File: config.mk
export PLATFORM = sky130hd
export DESIGN_NAME = braid_mix_sequencer_flat
export DESIGN_NICKNAME = d
export VERILOG_FILES = /design/src/rtl/braid_seq_pkg.sv /design/src/rtl/braid_mix_sequencer_if.sv /design/src/rtl/braid_phase_timer.sv /design/src/rtl/braid_mix_sequencer.sv /design/src/flat_wrapper.sv
export SDC_FILE = /design/constraint.sdc
export NUM_CORES = 1
export LEC_CHECK = 0
export CAP_MARGIN = 40
export CORE_MARGIN = 5
export CORE_UTILIZATION = 47
export DETAILED_ROUTE_END_ITERATION = 7
export MAX_ROUTING_LAYER = met4
export PLACE_DENSITY = 0.76
export SLEW_MARGIN = 10
export SYNTH_ARGS = -nofsm -noshare
export SYNTH_HDL_FRONTEND = slang
export SYNTH_SLANG_ARGS = --single-unit
File: constraint.sdc
create_clock -name clk -period 2.08 [get_ports clk]
set_clock_uncertainty 0.15 [all_clocks]
set_input_delay 0.208 -clock clk [delete_from_list [all_inputs] [get_ports clk]]
set_output_delay 0.208 -clock clk [all_outputs]
set_load 0.05 [all_outputs]
File: src/rtl/braid_seq_pkg.sv
// ============================================================================
// Module : braid_seq_pkg
// Brief  : Shared state encoding and run-length helper for the braid sequencer.
// Rev    : 1.0
// ============================================================================
`default_nettype none

package braid_seq_pkg;

  typedef enum logic [2:0] {
    IDLE  = 3'd0,
    FILL  = 3'd1,
    XFER  = 3'd2,
    MIX   = 3'd3,
    DRAIN = 3'd4,
    DONE  = 3'd5
  } state_t;

  // Clocks from the first FILL cycle to the last DRAIN cycle of an unaborted run.
  function automatic int run_length(input int depth, input int fill_cycles,
                                    input int mix_cycles);
    return 2 * fill_cycles + depth * (fill_cycles + mix_cycles);
  endfunction

endpackage

`default_nettype wire

File: src/rtl/braid_mix_sequencer_if.sv
// ============================================================================
// Module : braid_mix_sequencer_if
// Brief  : Controller-to-sequencer bundle; pause exists only with BRAID_SEQ_PAUSE_EN.
// Rev    : 1.0
// ============================================================================
`default_nettype none

interface braid_mix_sequencer_if #(
  parameter int N_CH  = 16,
  parameter int DEPTH = 4
);
  localparam int SW = $clog2(DEPTH) + 1;

  logic              start;
  logic              abort;
  logic [N_CH-1:0]   ch_mask;
`ifdef BRAID_SEQ_PAUSE_EN
  logic              pause;
`endif
  logic [N_CH-1:0]   inlet_valve;
  logic [DEPTH-1:0]  stage_valve;
  logic [DEPTH-1:0]  mix_pump;
  logic              outlet_valve;
  logic [SW-1:0]     stage_idx;
  logic              busy;
  logic              done;
  logic              err;

  modport master (
`ifdef BRAID_SEQ_PAUSE_EN
    output pause,
`endif
    output start, abort, ch_mask,
    input  inlet_valve, stage_valve, mix_pump, outlet_valve,
    input  stage_idx, busy, done, err
  );

  modport slave (
`ifdef BRAID_SEQ_PAUSE_EN
    input  pause,
`endif
    input  start, abort, ch_mask,
    output inlet_valve, stage_valve, mix_pump, outlet_valve,
    output stage_idx, busy, done, err
  );

endinterface

`default_nettype wire

File: src/rtl/braid_phase_timer.sv
// ============================================================================
// Module : braid_phase_timer
// Brief  : Loadable down-counter that flags when the current phase has run out.
// Rev    : 1.0
// ============================================================================
`default_nettype none

module braid_phase_timer #(
  parameter int CNT_W = 8
) (
  input  wire logic             clk,
  input  wire logic             rst_n,
  input  wire logic             load,
  input  wire logic             hold,
  input  wire logic [CNT_W-1:0] load_val,
  output      logic             expired
);

  logic [CNT_W-1:0] r_count;

  always_ff @(posedge clk or negedge rst_n) begin
    if (!rst_n) begin
      r_count <= '0;
    end else if (load) begin
      r_count <= load_val;
    end else if (!hold && (r_count != '0)) begin
      r_count <= r_count - 1'b1;
    end
  end

  assign expired = (r_count == '0);

endmodule

`default_nettype wire

File: src/rtl/braid_mix_sequencer.sv
// ============================================================================
// Module : braid_mix_sequencer
// Brief  : Valve/pump sequencer: FILL, XFER/MIX per stage, DRAIN, DONE.
//          Optional pause input enabled by macro BRAID_SEQ_PAUSE_EN.
// Rev    : 1.0
// ============================================================================
`default_nettype none

module braid_mix_sequencer
  import braid_seq_pkg::*;
#(
  parameter int N_CH        = 16,
  parameter int DEPTH       = 4,
  parameter int FILL_CYCLES = 4,
  parameter int MIX_CYCLES  = 8,
  parameter int CNT_W       = 8
) (
  input wire logic              clk,
  input wire logic              rst_n,
  braid_mix_sequencer_if.slave  bus
);

  localparam int               SW         = $clog2(DEPTH) + 1;
  localparam logic [CNT_W-1:0] FILL_LOAD  = CNT_W'(FILL_CYCLES - 1);
  localparam logic [CNT_W-1:0] MIX_LOAD   = CNT_W'(MIX_CYCLES - 1);
  localparam logic [SW-1:0]    LAST_STAGE = SW'(DEPTH - 1);

  generate
    if (N_CH < 2 || DEPTH < 1 || FILL_CYCLES < 1 || MIX_CYCLES < 1) begin : g_bad_shape
      $error("braid_mix_sequencer: N_CH>=2, DEPTH>=1, FILL_CYCLES>=1, MIX_CYCLES>=1");
    end
    if ((longint'(FILL_CYCLES) >= (longint'(1) << CNT_W)) ||
        (longint'(MIX_CYCLES)  >= (longint'(1) << CNT_W))) begin : g_bad_cnt_w
      $error("braid_mix_sequencer: CNT_W too narrow for phase lengths");
    end
  endgenerate

  state_t           state, nxt_state;
  logic [SW-1:0]    stage, nxt_stage;
  logic [N_CH-1:0]  mask, nxt_mask;
  logic             err_flag, nxt_err;
  logic             tmr_load, tmr_hold, tmr_expired, paused;
  logic [CNT_W-1:0] tmr_val;

  braid_phase_timer #(.CNT_W(CNT_W)) u_timer (
    .clk      (clk),
    .rst_n    (rst_n),
    .load     (tmr_load),
    .hold     (tmr_hold),
    .load_val (tmr_val),
    .expired  (tmr_expired)
  );

  always_comb begin
    nxt_state = state;
    nxt_stage = stage;
    nxt_mask  = mask;
    nxt_err   = err_flag;
    tmr_load  = 1'b0;
    tmr_hold  = 1'b0;
    tmr_val   = FILL_LOAD;
    paused    = 1'b0;
    case (state)
      IDLE: begin
        nxt_stage = '0;
        // A simultaneous abort swallows the start request.
        if (bus.start && !bus.abort) begin
          if (|bus.ch_mask) begin
            nxt_state = FILL;
            nxt_mask  = bus.ch_mask;
            nxt_err   = 1'b0;
            tmr_load  = 1'b1;
          end else begin
            nxt_state = DONE;
            nxt_err   = 1'b1;
          end
        end
      end
      FILL, XFER, MIX: begin
        if (bus.abort) begin
          nxt_state = DRAIN;
          nxt_stage = '0;
          nxt_err   = 1'b1;
          tmr_load  = 1'b1;
        end
`ifdef BRAID_SEQ_PAUSE_EN
        else if (bus.pause) begin
          tmr_hold = 1'b1;
          paused   = 1'b1;
        end
`endif
        else if (tmr_expired) begin
          tmr_load = 1'b1;
          if (state == FILL) begin
            nxt_state = XFER;
            nxt_stage = '0;
          end else if (state == XFER) begin
            nxt_state = MIX;
            tmr_val   = MIX_LOAD;
          end else if (stage == LAST_STAGE) begin
            nxt_state = DRAIN;
            nxt_stage = '0;
          end else begin
            nxt_state = XFER;
            nxt_stage = stage + 1'b1;
          end
        end
      end
      DRAIN: begin
        if (tmr_expired) begin
          nxt_state = DONE;
        end
      end
      DONE: begin
        nxt_state = IDLE;
      end
      default: begin
        nxt_state = IDLE;
        nxt_stage = '0;
      end
    endcase
  end

  // Outputs are decoded from the next state so they line up with the state register.
  always_ff @(posedge clk or negedge rst_n) begin
    if (!rst_n) begin
      state            <= IDLE;
      stage            <= '0;
      mask             <= '0;
      err_flag         <= 1'b0;
      bus.inlet_valve  <= '0;
      bus.stage_valve  <= '0;
      bus.mix_pump     <= '0;
      bus.outlet_valve <= 1'b0;
      bus.stage_idx    <= '0;
      bus.busy         <= 1'b0;
      bus.done         <= 1'b0;
      bus.err          <= 1'b0;
    end else begin
      state            <= nxt_state;
      stage            <= nxt_stage;
      mask             <= nxt_mask;
      err_flag         <= nxt_err;
      bus.inlet_valve  <= (nxt_state == FILL && !paused) ? nxt_mask : '0;
      bus.stage_valve  <= (nxt_state == XFER && !paused) ? (DEPTH'(1) << nxt_stage) : '0;
      bus.mix_pump     <= (nxt_state == MIX && !paused) ? (DEPTH'(1) << nxt_stage) : '0;
      bus.outlet_valve <= (nxt_state == DRAIN);
      bus.stage_idx    <= (nxt_state == XFER || nxt_state == MIX) ? nxt_stage : '0;
      bus.busy         <= (nxt_state != IDLE) && (nxt_state != DONE);
      bus.done         <= (nxt_state == DONE);
      bus.err          <= (nxt_state == DONE) && nxt_err;
    end
  end

endmodule

`default_nettype wire
File: src/flat_wrapper.sv
// flat-port wrapper written by rule: the top's interface ports become plain ports
module braid_mix_sequencer_flat import braid_seq_pkg::*;
#(
  parameter int N_CH        = 16,
  parameter int DEPTH       = 4,
  parameter int FILL_CYCLES = 4,
  parameter int MIX_CYCLES  = 8,
  parameter int CNT_W       = 8
)
  (clk, rst_n, bus_start, bus_abort, bus_ch_mask, bus_inlet_valve, bus_stage_valve, bus_mix_pump, bus_outlet_valve, bus_stage_idx, bus_busy, bus_done, bus_err);
  braid_mix_sequencer_if #(.N_CH(N_CH), .DEPTH(DEPTH)) bus_i ();
  input wire logic clk;
  input wire logic rst_n;
  input wire logic [$bits(bus_i.start)-1:0] bus_start;
  input wire logic [$bits(bus_i.abort)-1:0] bus_abort;
  input wire logic [$bits(bus_i.ch_mask)-1:0] bus_ch_mask;
  output wire logic [$bits(bus_i.inlet_valve)-1:0] bus_inlet_valve;
  output wire logic [$bits(bus_i.stage_valve)-1:0] bus_stage_valve;
  output wire logic [$bits(bus_i.mix_pump)-1:0] bus_mix_pump;
  output wire logic [$bits(bus_i.outlet_valve)-1:0] bus_outlet_valve;
  output wire logic [$bits(bus_i.stage_idx)-1:0] bus_stage_idx;
  output wire logic [$bits(bus_i.busy)-1:0] bus_busy;
  output wire logic [$bits(bus_i.done)-1:0] bus_done;
  output wire logic [$bits(bus_i.err)-1:0] bus_err;
  assign bus_i.start = bus_start;
  assign bus_i.abort = bus_abort;
  assign bus_i.ch_mask = bus_ch_mask;
  assign bus_inlet_valve = bus_i.inlet_valve;
  assign bus_stage_valve = bus_i.stage_valve;
  assign bus_mix_pump = bus_i.mix_pump;
  assign bus_outlet_valve = bus_i.outlet_valve;
  assign bus_stage_idx = bus_i.stage_idx;
  assign bus_busy = bus_i.busy;
  assign bus_done = bus_i.done;
  assign bus_err = bus_i.err;
  braid_mix_sequencer #(.N_CH(N_CH), .DEPTH(DEPTH), .FILL_CYCLES(FILL_CYCLES), .MIX_CYCLES(MIX_CYCLES), .CNT_W(CNT_W)) u_core (.clk(clk), .rst_n(rst_n), .bus(bus_i));
endmodule
* Word level (Yosys, flattened, before mapping)
Index checks and enable logic that the tools add are counted.
** Word-level totals
- Bits in latches :: 0
- Input port bits :: 20
- ROM bits :: 0
- Output and inout bits :: 31
- Logic and storage cells :: 79
- Memories :: 0
- Memory bits (writable) :: 0
- Register bits :: 62
** Operators by class
- Bitwise operators :: 0
- Div/mod/pow operators :: 0
- Magnitude comparators :: 0
- Mux-type cells :: 38
- Reductions and logical operators :: 13
- Shift operators :: 1
- Multiply operators :: 0
- Add/subtract/negate cells :: 2
- Equal/unequal tests :: 12
** Operators by type and width (number)
- 2-to-1 mux 16 bit :: 4
- 2-to-1 mux 8 bit :: 6
- 2-to-1 mux 3 bit :: 15
- OR reduction 16 bit :: 1
- == test 3 x 2 -> 1 bit (second input constant) :: 5
- == test 3 bit (second input constant) :: 4
- case mux 3 bit (3 select lines) :: 1
- zero test 8 bit :: 1
- 2-to-1 mux 4 bit :: 2
- nonzero test 8 bit :: 1
- subtractor 8 x 1 -> 8 bit (second input constant) :: 1
- 2-to-1 mux 1 bit :: 7
- == test 3 x 1 -> 1 bit (second input constant) :: 2
- case mux 3 bit (2 select lines) :: 1
- case mux 1 bit (2 select lines) :: 2
- << shifter 1 x 3 -> 4 bit (first input constant) :: 1
- adder 3 x 1 -> 3 bit (second input constant) :: 1
- logical AND 1 bit :: 3
- zero test 3 bit :: 1
- inequality test 3 bit (second input constant) :: 1
- nonzero test 3 bit :: 1
- OR reduction 3 bit :: 1
- nonzero test 2 bit :: 1
- OR reduction 2 bit :: 1
- other kinds (2) :: 2

* Longest topological paths before layout
Gate-level depths: netlist of the first run.
- Depth in word-level cells :: 10
- Mapped depth :: 9
- Gate-level depth less buffers :: 8

* By module
A second synthesis of the first run with hierarchy kept.
** Unflattened totals
- Cells, all modules :: 228
- Area, all modules :: 2688.8 µm²
** By module, submodules not included
- braid_mix_sequencer :: times used 1, cells each 172, seq. area each 1351.3 µm², area an instance 2164.6 µm²
- braid_phase_timer :: times used 1, cells each 56, seq. area each 200.2 µm², area an instance 524.3 µm²

* Worst setup path after synthesis of the first run
No wires, ideal clock.
- Path type :: register to register
- Start :: register u_core.u_timer.r_count[0]
- End :: register u_core.bus.inlet_valve[10]
- Clock period less this slack :: 2.220 ns
- Library setup time :: 0.118 ns
- Buffers on the path :: 2
- Stages on the path, launching flop included :: 10
- Slack :: -0.140 ns
- Required time :: 1.812 ns
- Arrival time :: 1.952 ns
- Path through :: dfrtp_1 > inv_1 > ha_1 > or3b_4 > nor3_4 > buf_6 > a41oi_1 > nand4_2 > buf_4 > nor2b_1
** On the way
- Word-level cells in the longest chain between the ends :: 6
- Elaborated cells between the ends (all ways) :: 7
- Those cells by class :: eq/ne: 1; mux: 5; reduce/logical: 1
** Ends and longest elaborated chain
- from (decl) :: line braid_phase_timer.sv:19 : logic [CNT_W-1:0] r_count;
- from (signal assigned) :: line braid_phase_timer.sv:25 : r_count <= load_val;
- from (signal assigned) :: line braid_phase_timer.sv:27 : r_count <= r_count - 1'b1;
- zero test 8 bit (*) :: line braid_phase_timer.sv:31 : assign expired = (r_count == '0);
- 2-to-1 mux 3 bit :: line braid_mix_sequencer.sv:92 : else if (tmr_expired) begin
- 2-to-1 mux 3 bit :: line braid_mix_sequencer.sv:80 : if (bus.abort) begin
- case mux 3 bit (3 select lines) (*) :: line braid_mix_sequencer.sv:63 : case (state)
- == test 3 x 1 -> 1 bit (*) :: line braid_mix_sequencer.sv:144 : bus.inlet_valve <= (nxt_state == FILL && !paused) ? nxt_mask : '0;
- 2-to-1 mux 16 bit (*) :: line braid_mix_sequencer.sv:144
- to (signal assigned) :: line braid_mix_sequencer.sv:144
- to (decl) :: line braid_mix_sequencer_if.sv:43 : output inlet_valve, stage_valve, mix_pump, outlet_valve,
Mark *: on every way between the ends. The rest lies on a longest branch, timed or not.
A chain may end at the register's enable or synchronous reset.

* Worst setup path after layout of the first run
- Start :: register u_core.u_timer.r_count[1]
- End :: register u_core.u_timer.r_count[0]
** On the way
- Word-level cells in the longest chain between the ends :: 5
- Elaborated cells between the ends (all ways) :: 10
- Those cells by class :: mux: 7; reduce/logical: 3
** Ends and longest elaborated chain (line)
- zero test 8 bit :: braid_phase_timer.sv:31
- 2-to-1 mux 1 bit / 2-to-1 mux 8 bit (equally long branches) :: braid_mix_sequencer.sv:92
- 2-to-1 mux 1 bit / 2-to-1 mux 8 bit (equally long branches) :: braid_mix_sequencer.sv:80
- case mux 1 bit (2 select lines) / 2-to-1 mux 8 bit (equally long branches) :: braid_mix_sequencer.sv:63
- 2-to-1 mux 8 bit / nonzero test 2 bit (equally long branches)
Parallel ways exist; a longest one is shown, timed or not.

==> results_dict.tcl, run 1 <==
set metrics [dict create \
    run_status "complete, but fails checks" \
    violations "negative setup slack" \
    synth_area_um2 2740 \
    drv_slew 0 \
    critPathMaxStageDelay_ns 0.39 \
    drive_gt1_frac 0.347 \
    regArea_um2 1550 \
    cts_buffer_depth 2 \
    grt_usage 0.175 \
    fill_cells 390 \
    synth_cell_types 56 \
    final_cells 412 \
    ys_seq_elements 62 \
    crit_type "reg -> reg" \
    max-slew-margin-rel 0.650 \
    die_h_um 86.4 \
    worstPathRequired_ns 2.21 \
    grt_pass1_wl_um 9810 \
    synthTopCellsByCount "dfrtp_1, nor2_1, nor2b_1, mux2_2, inv_1" \
    cts-root-buf "clkbuf_8" \
    irDropWorstVdd_uv 810 \
    place.gp.congestion 0.913 \
    path_cells "inv_2, ha_4, or3b_4, nor3_4, buf_12, nor2_4, o31ai_4, buf_6, nand2b_1" \
    worst_pin_slew_ns 0.523 \
    clk_pin_slew_worst_paths_ns 0.07 \
    finalHoldViolations 0 \
    rows 27 \
    clk_latency_ns 0.34 \
    setup_slack_ns -0.0599 \
    hold_class "in -> async" \
    grt_overflow 0 \
    die_area_um2 7460 \
    area_growth_pct 46.4 \
    final_nets 357 \
    synth_top_area_cell "dfrtp_1" \
    vias_per_cell 5.09 \
    p_leak_nw 1.83 \
    path_buf_inv 3 \
    rsz0062_at_grt "yes" \
    drt_iter0_markers 137 \
    syn_inst 226 \
    critical_path.top_delay_family "simple AND/OR/NAND/NOR gates" \
    antenna_cells 0 \
    startpoint_type "flop" \
    io_buffers 50 \
    chipWidth_um 86.4 \
    fmax_mhz 467 \
    htree_levels 3 \
    multiInputGateArea_um2 1190 \
    place_ws_ns -0.223 \
    synth_edf_count 0 \
    worstRegToRegCells 9 \
    syn_area_per_cell_um2 12.1 \
    worstReg2RegEnd "u_core.u_timer.r_count[0]" \
    antenna_found_initial 0 \
    initial_utilization 0.492 \
    cpMaxStageDelayCell "dfrtp_1" \
    rrSetupSlack_ns -0.06 \
    critPathArrivalTime_ns 2.27 \
    reg2reg_from "u_core.u_timer.r_count[1]" \
    dpl.cell_count 390 \
    wl_per_cell_um 14.5 \
    drc 0 \
    yosysWarnings 0 \
    synthArstFlopShare 1.00 \
    setup_viol 31 \
    grt_max_degree 45 \
    path_max_fanout 7 \
    cts_tree "built" \
    synth.most_common_cell "dfrtp_1" \
    power_density_nw_per_um2 1320 \
    min_period_ns 2.14 \
    synthTopCellsByArea "dfrtp_1, mux2_2, nor2b_1" \
    whs_ns 0.210 \
    grt_pass1_vias 2042 \
    ios 51 \
    firstDrtPassIters 4 \
    cts_buffers 9 \
    hpwl_um 4340 \
    synth_top_cell_area_share 0.566 \
    core_region_area_um2 5570 \
    ant_nets 0 \
    syn_nets 248 \
    end_kind "flop" \
    routed_wl_um 5980 \
    max_cap_violations 0 \
    cts.sinks 62 \
    synth_seq_area_share 0.566 \
    ys.flop_type "dfrtp_1" \
    vias 2097 \
    period_share 1.03 \
]
where the power goes:
part	internal [W]	total, W	switching [W]
Sequential	0.00157	0.00176	0.000198
Combinational	0.00122	0.00252	0.00130
Clock	0.000551	0.00101	0.000457
placed cells by master, fill, tap and decap left out, drive strengths merged, types with 2 or more instances in the layout:
cell type,netlist,routed
and3,2,2
nand2b,2,2
nor3,4,4
or3b,3,3
xnor2,5,5
mux2,16,16
dfrtp,62,62
o21a,2,2
nor3b,2,2
nor2b,21,21
a21oi,4,4
or2,3,3
mux2i,3,3
clkdlybuf4s50,0,49
nor4,7,7
nor2,24,24
o211ai,2,2
or3,2,2
nand3,5,5
nand3b,2,2
nand2,6,6
ha,2,2
o21ai,5,5
a21o,3,3
clkbuf,1,10
inv,10,11
clkinv,0,3
buf,6,55
nand4,4,4
flip-flops by register name, summed over array words and instances, names as in the netlist, 3 cells and up:
| name | flops |
|---|---|
| u_core.bus.inlet_valve | 16 |
| u_core.bus.mix_pump | 4 |
| u_core.bus.stage_idx | 3 |
| u_core.bus.stage_valve | 4 |
| u_core.mask | 16 |
| u_core.stage | 3 |
| u_core.state | 3 |
| u_core.u_timer.r_count | 8 |
metrics by stage:
stage                     area, µm²  TNS, ns  utilization  total power (W)
final                          4010   -0.702        0.720          0.00530
after global routing           4010    -4.08        0.720          0.00561
after CTS                      3940   -0.124        0.707          0.00520
after detailed placement       3710    -6.37        0.666          0.00412
after global placement         3710    -4.72        0.666          0.00407
after floorplan                2770   -0.394            -          0.00321
kinds of logic (layout without fill, tap and decap cells):
family | count (synthesis) | after routing | synth area share
buf+inv | 17 | 131 | 0.0292
simple gates | 92 | 92 | 0.206
fa+ha+maj | 2 | 2 | 0.00912
compound gates | 28 | 28 | 0.0940
xor+xnor | 6 | 6 | 0.0192
mux | 19 | 19 | 0.0766
flops | 62 | 62 | 0.566
per-layer routing:
layer	global-route usage	wire length (µm)
met1	0.222	2650
met2	0.271	2960
met3	0.0380	241
met4	0.0807	127
met5	-	0
final cells by class:
cell class,count,area share
Clock buffer,10,0.0318
Clock inverter,6,0.0153
Inverter,10,0.00935
Multi-Input combinational cell,147,0.296
Sequential cell,62,0.387
Tap cell,72,0.0224
Timing Repair Buffer,105,0.239
worst register-to-register path: stages, from the launching register on:
cell      delay [ns]
dfrtp_1         0.39
inv_2           0.07
ha_4            0.13
or3b_4          0.39
nor3_4          0.16
buf_12          0.15
nor2_4          0.04
o31ai_4         0.28
buf_6           0.20
nand2b_1        0.11
how the worst max path moves through the flow:
stage	startpoint	to	slack (ns)	cells past startpoint
2_1_floorplan	u_core.u_timer.r_count[1]	u_core.u_timer.r_count[2]	-0.08	8
3_3_place_gp	bus_abort	u_core.bus.inlet_valve[10]	-0.17	8
3_5_place_dp	bus_ch_mask[9]	u_core.bus.inlet_valve[9]	-0.22	7
4_1_cts	u_core.u_timer.r_count[0]	u_core.bus.inlet_valve[9]	-0.02	10
5_1_grt	u_core.u_timer.r_count[1]	u_core.u_timer.r_count[0]	-0.15	9
6_report	u_core.u_timer.r_count[1]	u_core.u_timer.r_count[0]	-0.06	9
timing repair:
item                                   CTS  global route
pin swaps                                7            13
setup buffers                            2             3
hold buffers                             1             0
setup endpoints to repair               35            37
gates resized for setup                  4            15
endpoints found under the hold margin   18             0
No activity file was read; power rests on OpenSTA's default activity.
==> run 2, diff against run 1 <==
- CORE_MARGIN: 5 -> 3
- SLEW_MARGIN: 10 -> 20
==> run 2 against run 1 <==
  * The run still ends with negative setup slack left
  * Maximum frequency down 0.26%
  * Power increased by 2.2%
  * Flip-flop and latch count did not move
  * Via count is 3.1% lower
  * Highest routed layer unchanged
==> results_dict.tcl, run 2 (synthesized netlist as in run 1, its figures left out) <==
set metrics [dict create \
    cts-root-buf "clkbuf_8" \
    path_cells "inv_2, ha_4, or3b_4, nor3_4, buf_12, nor2_4, o31ai_4, buf_6, nand2b_1" \
    grt_overflow 0 \
    power_density_nw_per_um2 1350 \
    setup_viol 23 \
    violations "negative setup slack" \
    area_growth_pct 46.3 \
    drive_gt1_frac 0.330 \
    p_sw_w 0.00188 \
    grt_max_degree 45 \
    critPathMaxStageDelay_ns 0.39 \
    end_kind "flop" \
    irDropWorstVdd_uv 722 \
    drt_iter0_markers 95 \
    hold_class "in -> async" \
    rows 27 \
    p_seq_frac 0.325 \
    initial_utilization 0.492 \
    run_status "complete, but fails checks" \
    rsz0062_at_grt "yes" \
    hpwl_um 4220 \
    cpMaxStageDelayCell "dfrtp_1" \
    drv_slew 0 \
    p_leak_nw 1.83 \
    antenna_cells 0 \
    routed_wl_um 5820 \
    clk_pin_slew_worst_paths_ns 0.06 \
    final_nets 354 \
    io_buffers 50 \
    die_area_um2 6790 \
    period_share 1.03 \
    worst_pin_slew_ns 0.521 \
    worstPathRequired_ns 2.20 \
    cts_buffers 9 \
    grt_pass1_vias 2034 \
    fin_area_um2 4010 \
    dpl.cell_count 384 \
    vias_per_cell 4.98 \
    grt_usage 0.198 \
    worstRegToRegCells 9 \
    ant_nets 0 \
    antenna_found_initial 0 \
    max-slew-margin-rel 0.652 \
    ios 51 \
    finalHoldViolations 0 \
    vias 2033 \
    place.gp.congestion 0.865 \
    intPower_w 0.00353 \
    grt_pass1_wl_um 9630 \
    mostFrequentLayoutCells "dfrtp_1, clkdlybuf4s50_1, buf_4" \
    max_cap_violations 0 \
    chipWidth_um 82.4 \
    clk_latency_ns 0.33 \
    layout.cells.most_common "dfrtp_1" \
    cp-startpoint "u_core.u_timer.r_count[0]" \
    cts.sinks 62 \
    htree_levels 3 \
    crit_type "reg -> reg" \
    critPathArrivalTime_ns 2.27 \
    cts_buffer_depth 2 \
    core_region_area_um2 5570 \
    power_frac_comb 0.444 \
    reg.largest.list "u_core.bus.inlet_valve x16, u_core.mask x16, u_core.u_timer.r_count x8" \
    power.clock.fraction 0.231 \
    drc 0 \
    cts_tree "built" \
    sw_frac_of_total 0.348 \
    die_h_um 82.4 \
    reg2reg_from "u_core.u_timer.r_count[0]" \
    setup_slack_ns -0.0655 \
    final_cells 408 \
    startpoint_type "flop" \
    path_max_fanout 7 \
    min_period_ns 2.15 \
    firstDrtPassIters 4 \
    postPlaceCellArea_um2 3670 \
    fmax_mhz 466 \
    wl_per_cell_um 14.3 \
    fill_cells 382 \
]
## run 2: power by group through the flow
stage / combinational [W] / sequential, W / clock (W)
after global routing: 0.00259 / 0.00180 / 0.00134
final: 0.00240 / 0.00176 / 0.00125
after detailed placement: 0.00228 / 0.00177 / 0
after CTS: 0.00234 / 0.00176 / 0.00128
after global placement: 0.00223 / 0.00177 / 0
after floorplan: 0.00107 / 0.00214 / 0
## run 2: routing by layer
metal / vias up / wire, µm / share of wire / global-route usage
met2: 36 / 3070 / 0.53 / 0.314
met5: - / 0 / 0 / -
met1: 987 / 2480 / 0.43 / 0.242
met4: 0 / 121 / 0.021 / 0.0947
li1: 997 / - / - / -
met3: 13 / 154 / 0.026 / 0.0401
## run 2: worst max-delay path: cells and delay by family, from the launching register on
kind / cells / cell delay, ns
fa+ha+maj: 1 / 0.13
flops: 1 / 0.39
buf+inv: 3 / 0.42
simple gates: 4 / 0.72
compound gates: 1 / 0.27
## run 2: final timing paths
check                                            end  slack (ns)
max                        u_core.u_timer.r_count[0]       -0.07
min                          u_core.bus.stage_idx[1]        0.22
max reg2reg                u_core.u_timer.r_count[0]       -0.07
min reg2reg                          u_core.mask[12]        0.34
max in group asynchronous            u_core.state[0]        0.98
min in group clk                     u_core.mask[12]        0.34
## run 2: cell type report
cell class,count,area (µm²),area share
Clock inverter,4,95.1,0.0237
Timing Repair Buffer,102,930,0.232
Multi-Input combinational cell,147,1170,0.291
Clock buffer,11,141,0.0352
Sequential cell,62,1550,0.387
Tap cell,72,90.1,0.0225
Inverter,10,37.5,0.00935
## run 2: timing repair
action                                  4_1_cts  5_1_grt
pin swaps                                     5       14
hold endpoints to repair                     18        0
setup buffers                                 5        3
gates resized for setup                       1       12
endpoints found under the setup margin       30       37
hold buffers                                  1        0
## run 2: metrics by stage
step | util | setup slack (ns) | TNS (ns) | hold WS (ns) | power (W)
final | 0.720 | -0.0655 | -0.812 | 0.218 | 0.00541
after global routing | 0.720 | -0.155 | -3.51 | 0.265 | 0.00572
after CTS | 0.709 | -0.0540 | -0.749 | 0.222 | 0.00538
after detailed placement | 0.658 | -0.247 | -7.16 | 0.0449 | 0.00405
after global placement | 0.658 | -0.230 | -6.70 | 0.0262 | 0.00399
after floorplan | - | -0.0823 | -0.394 | -0.238 | 0.00321
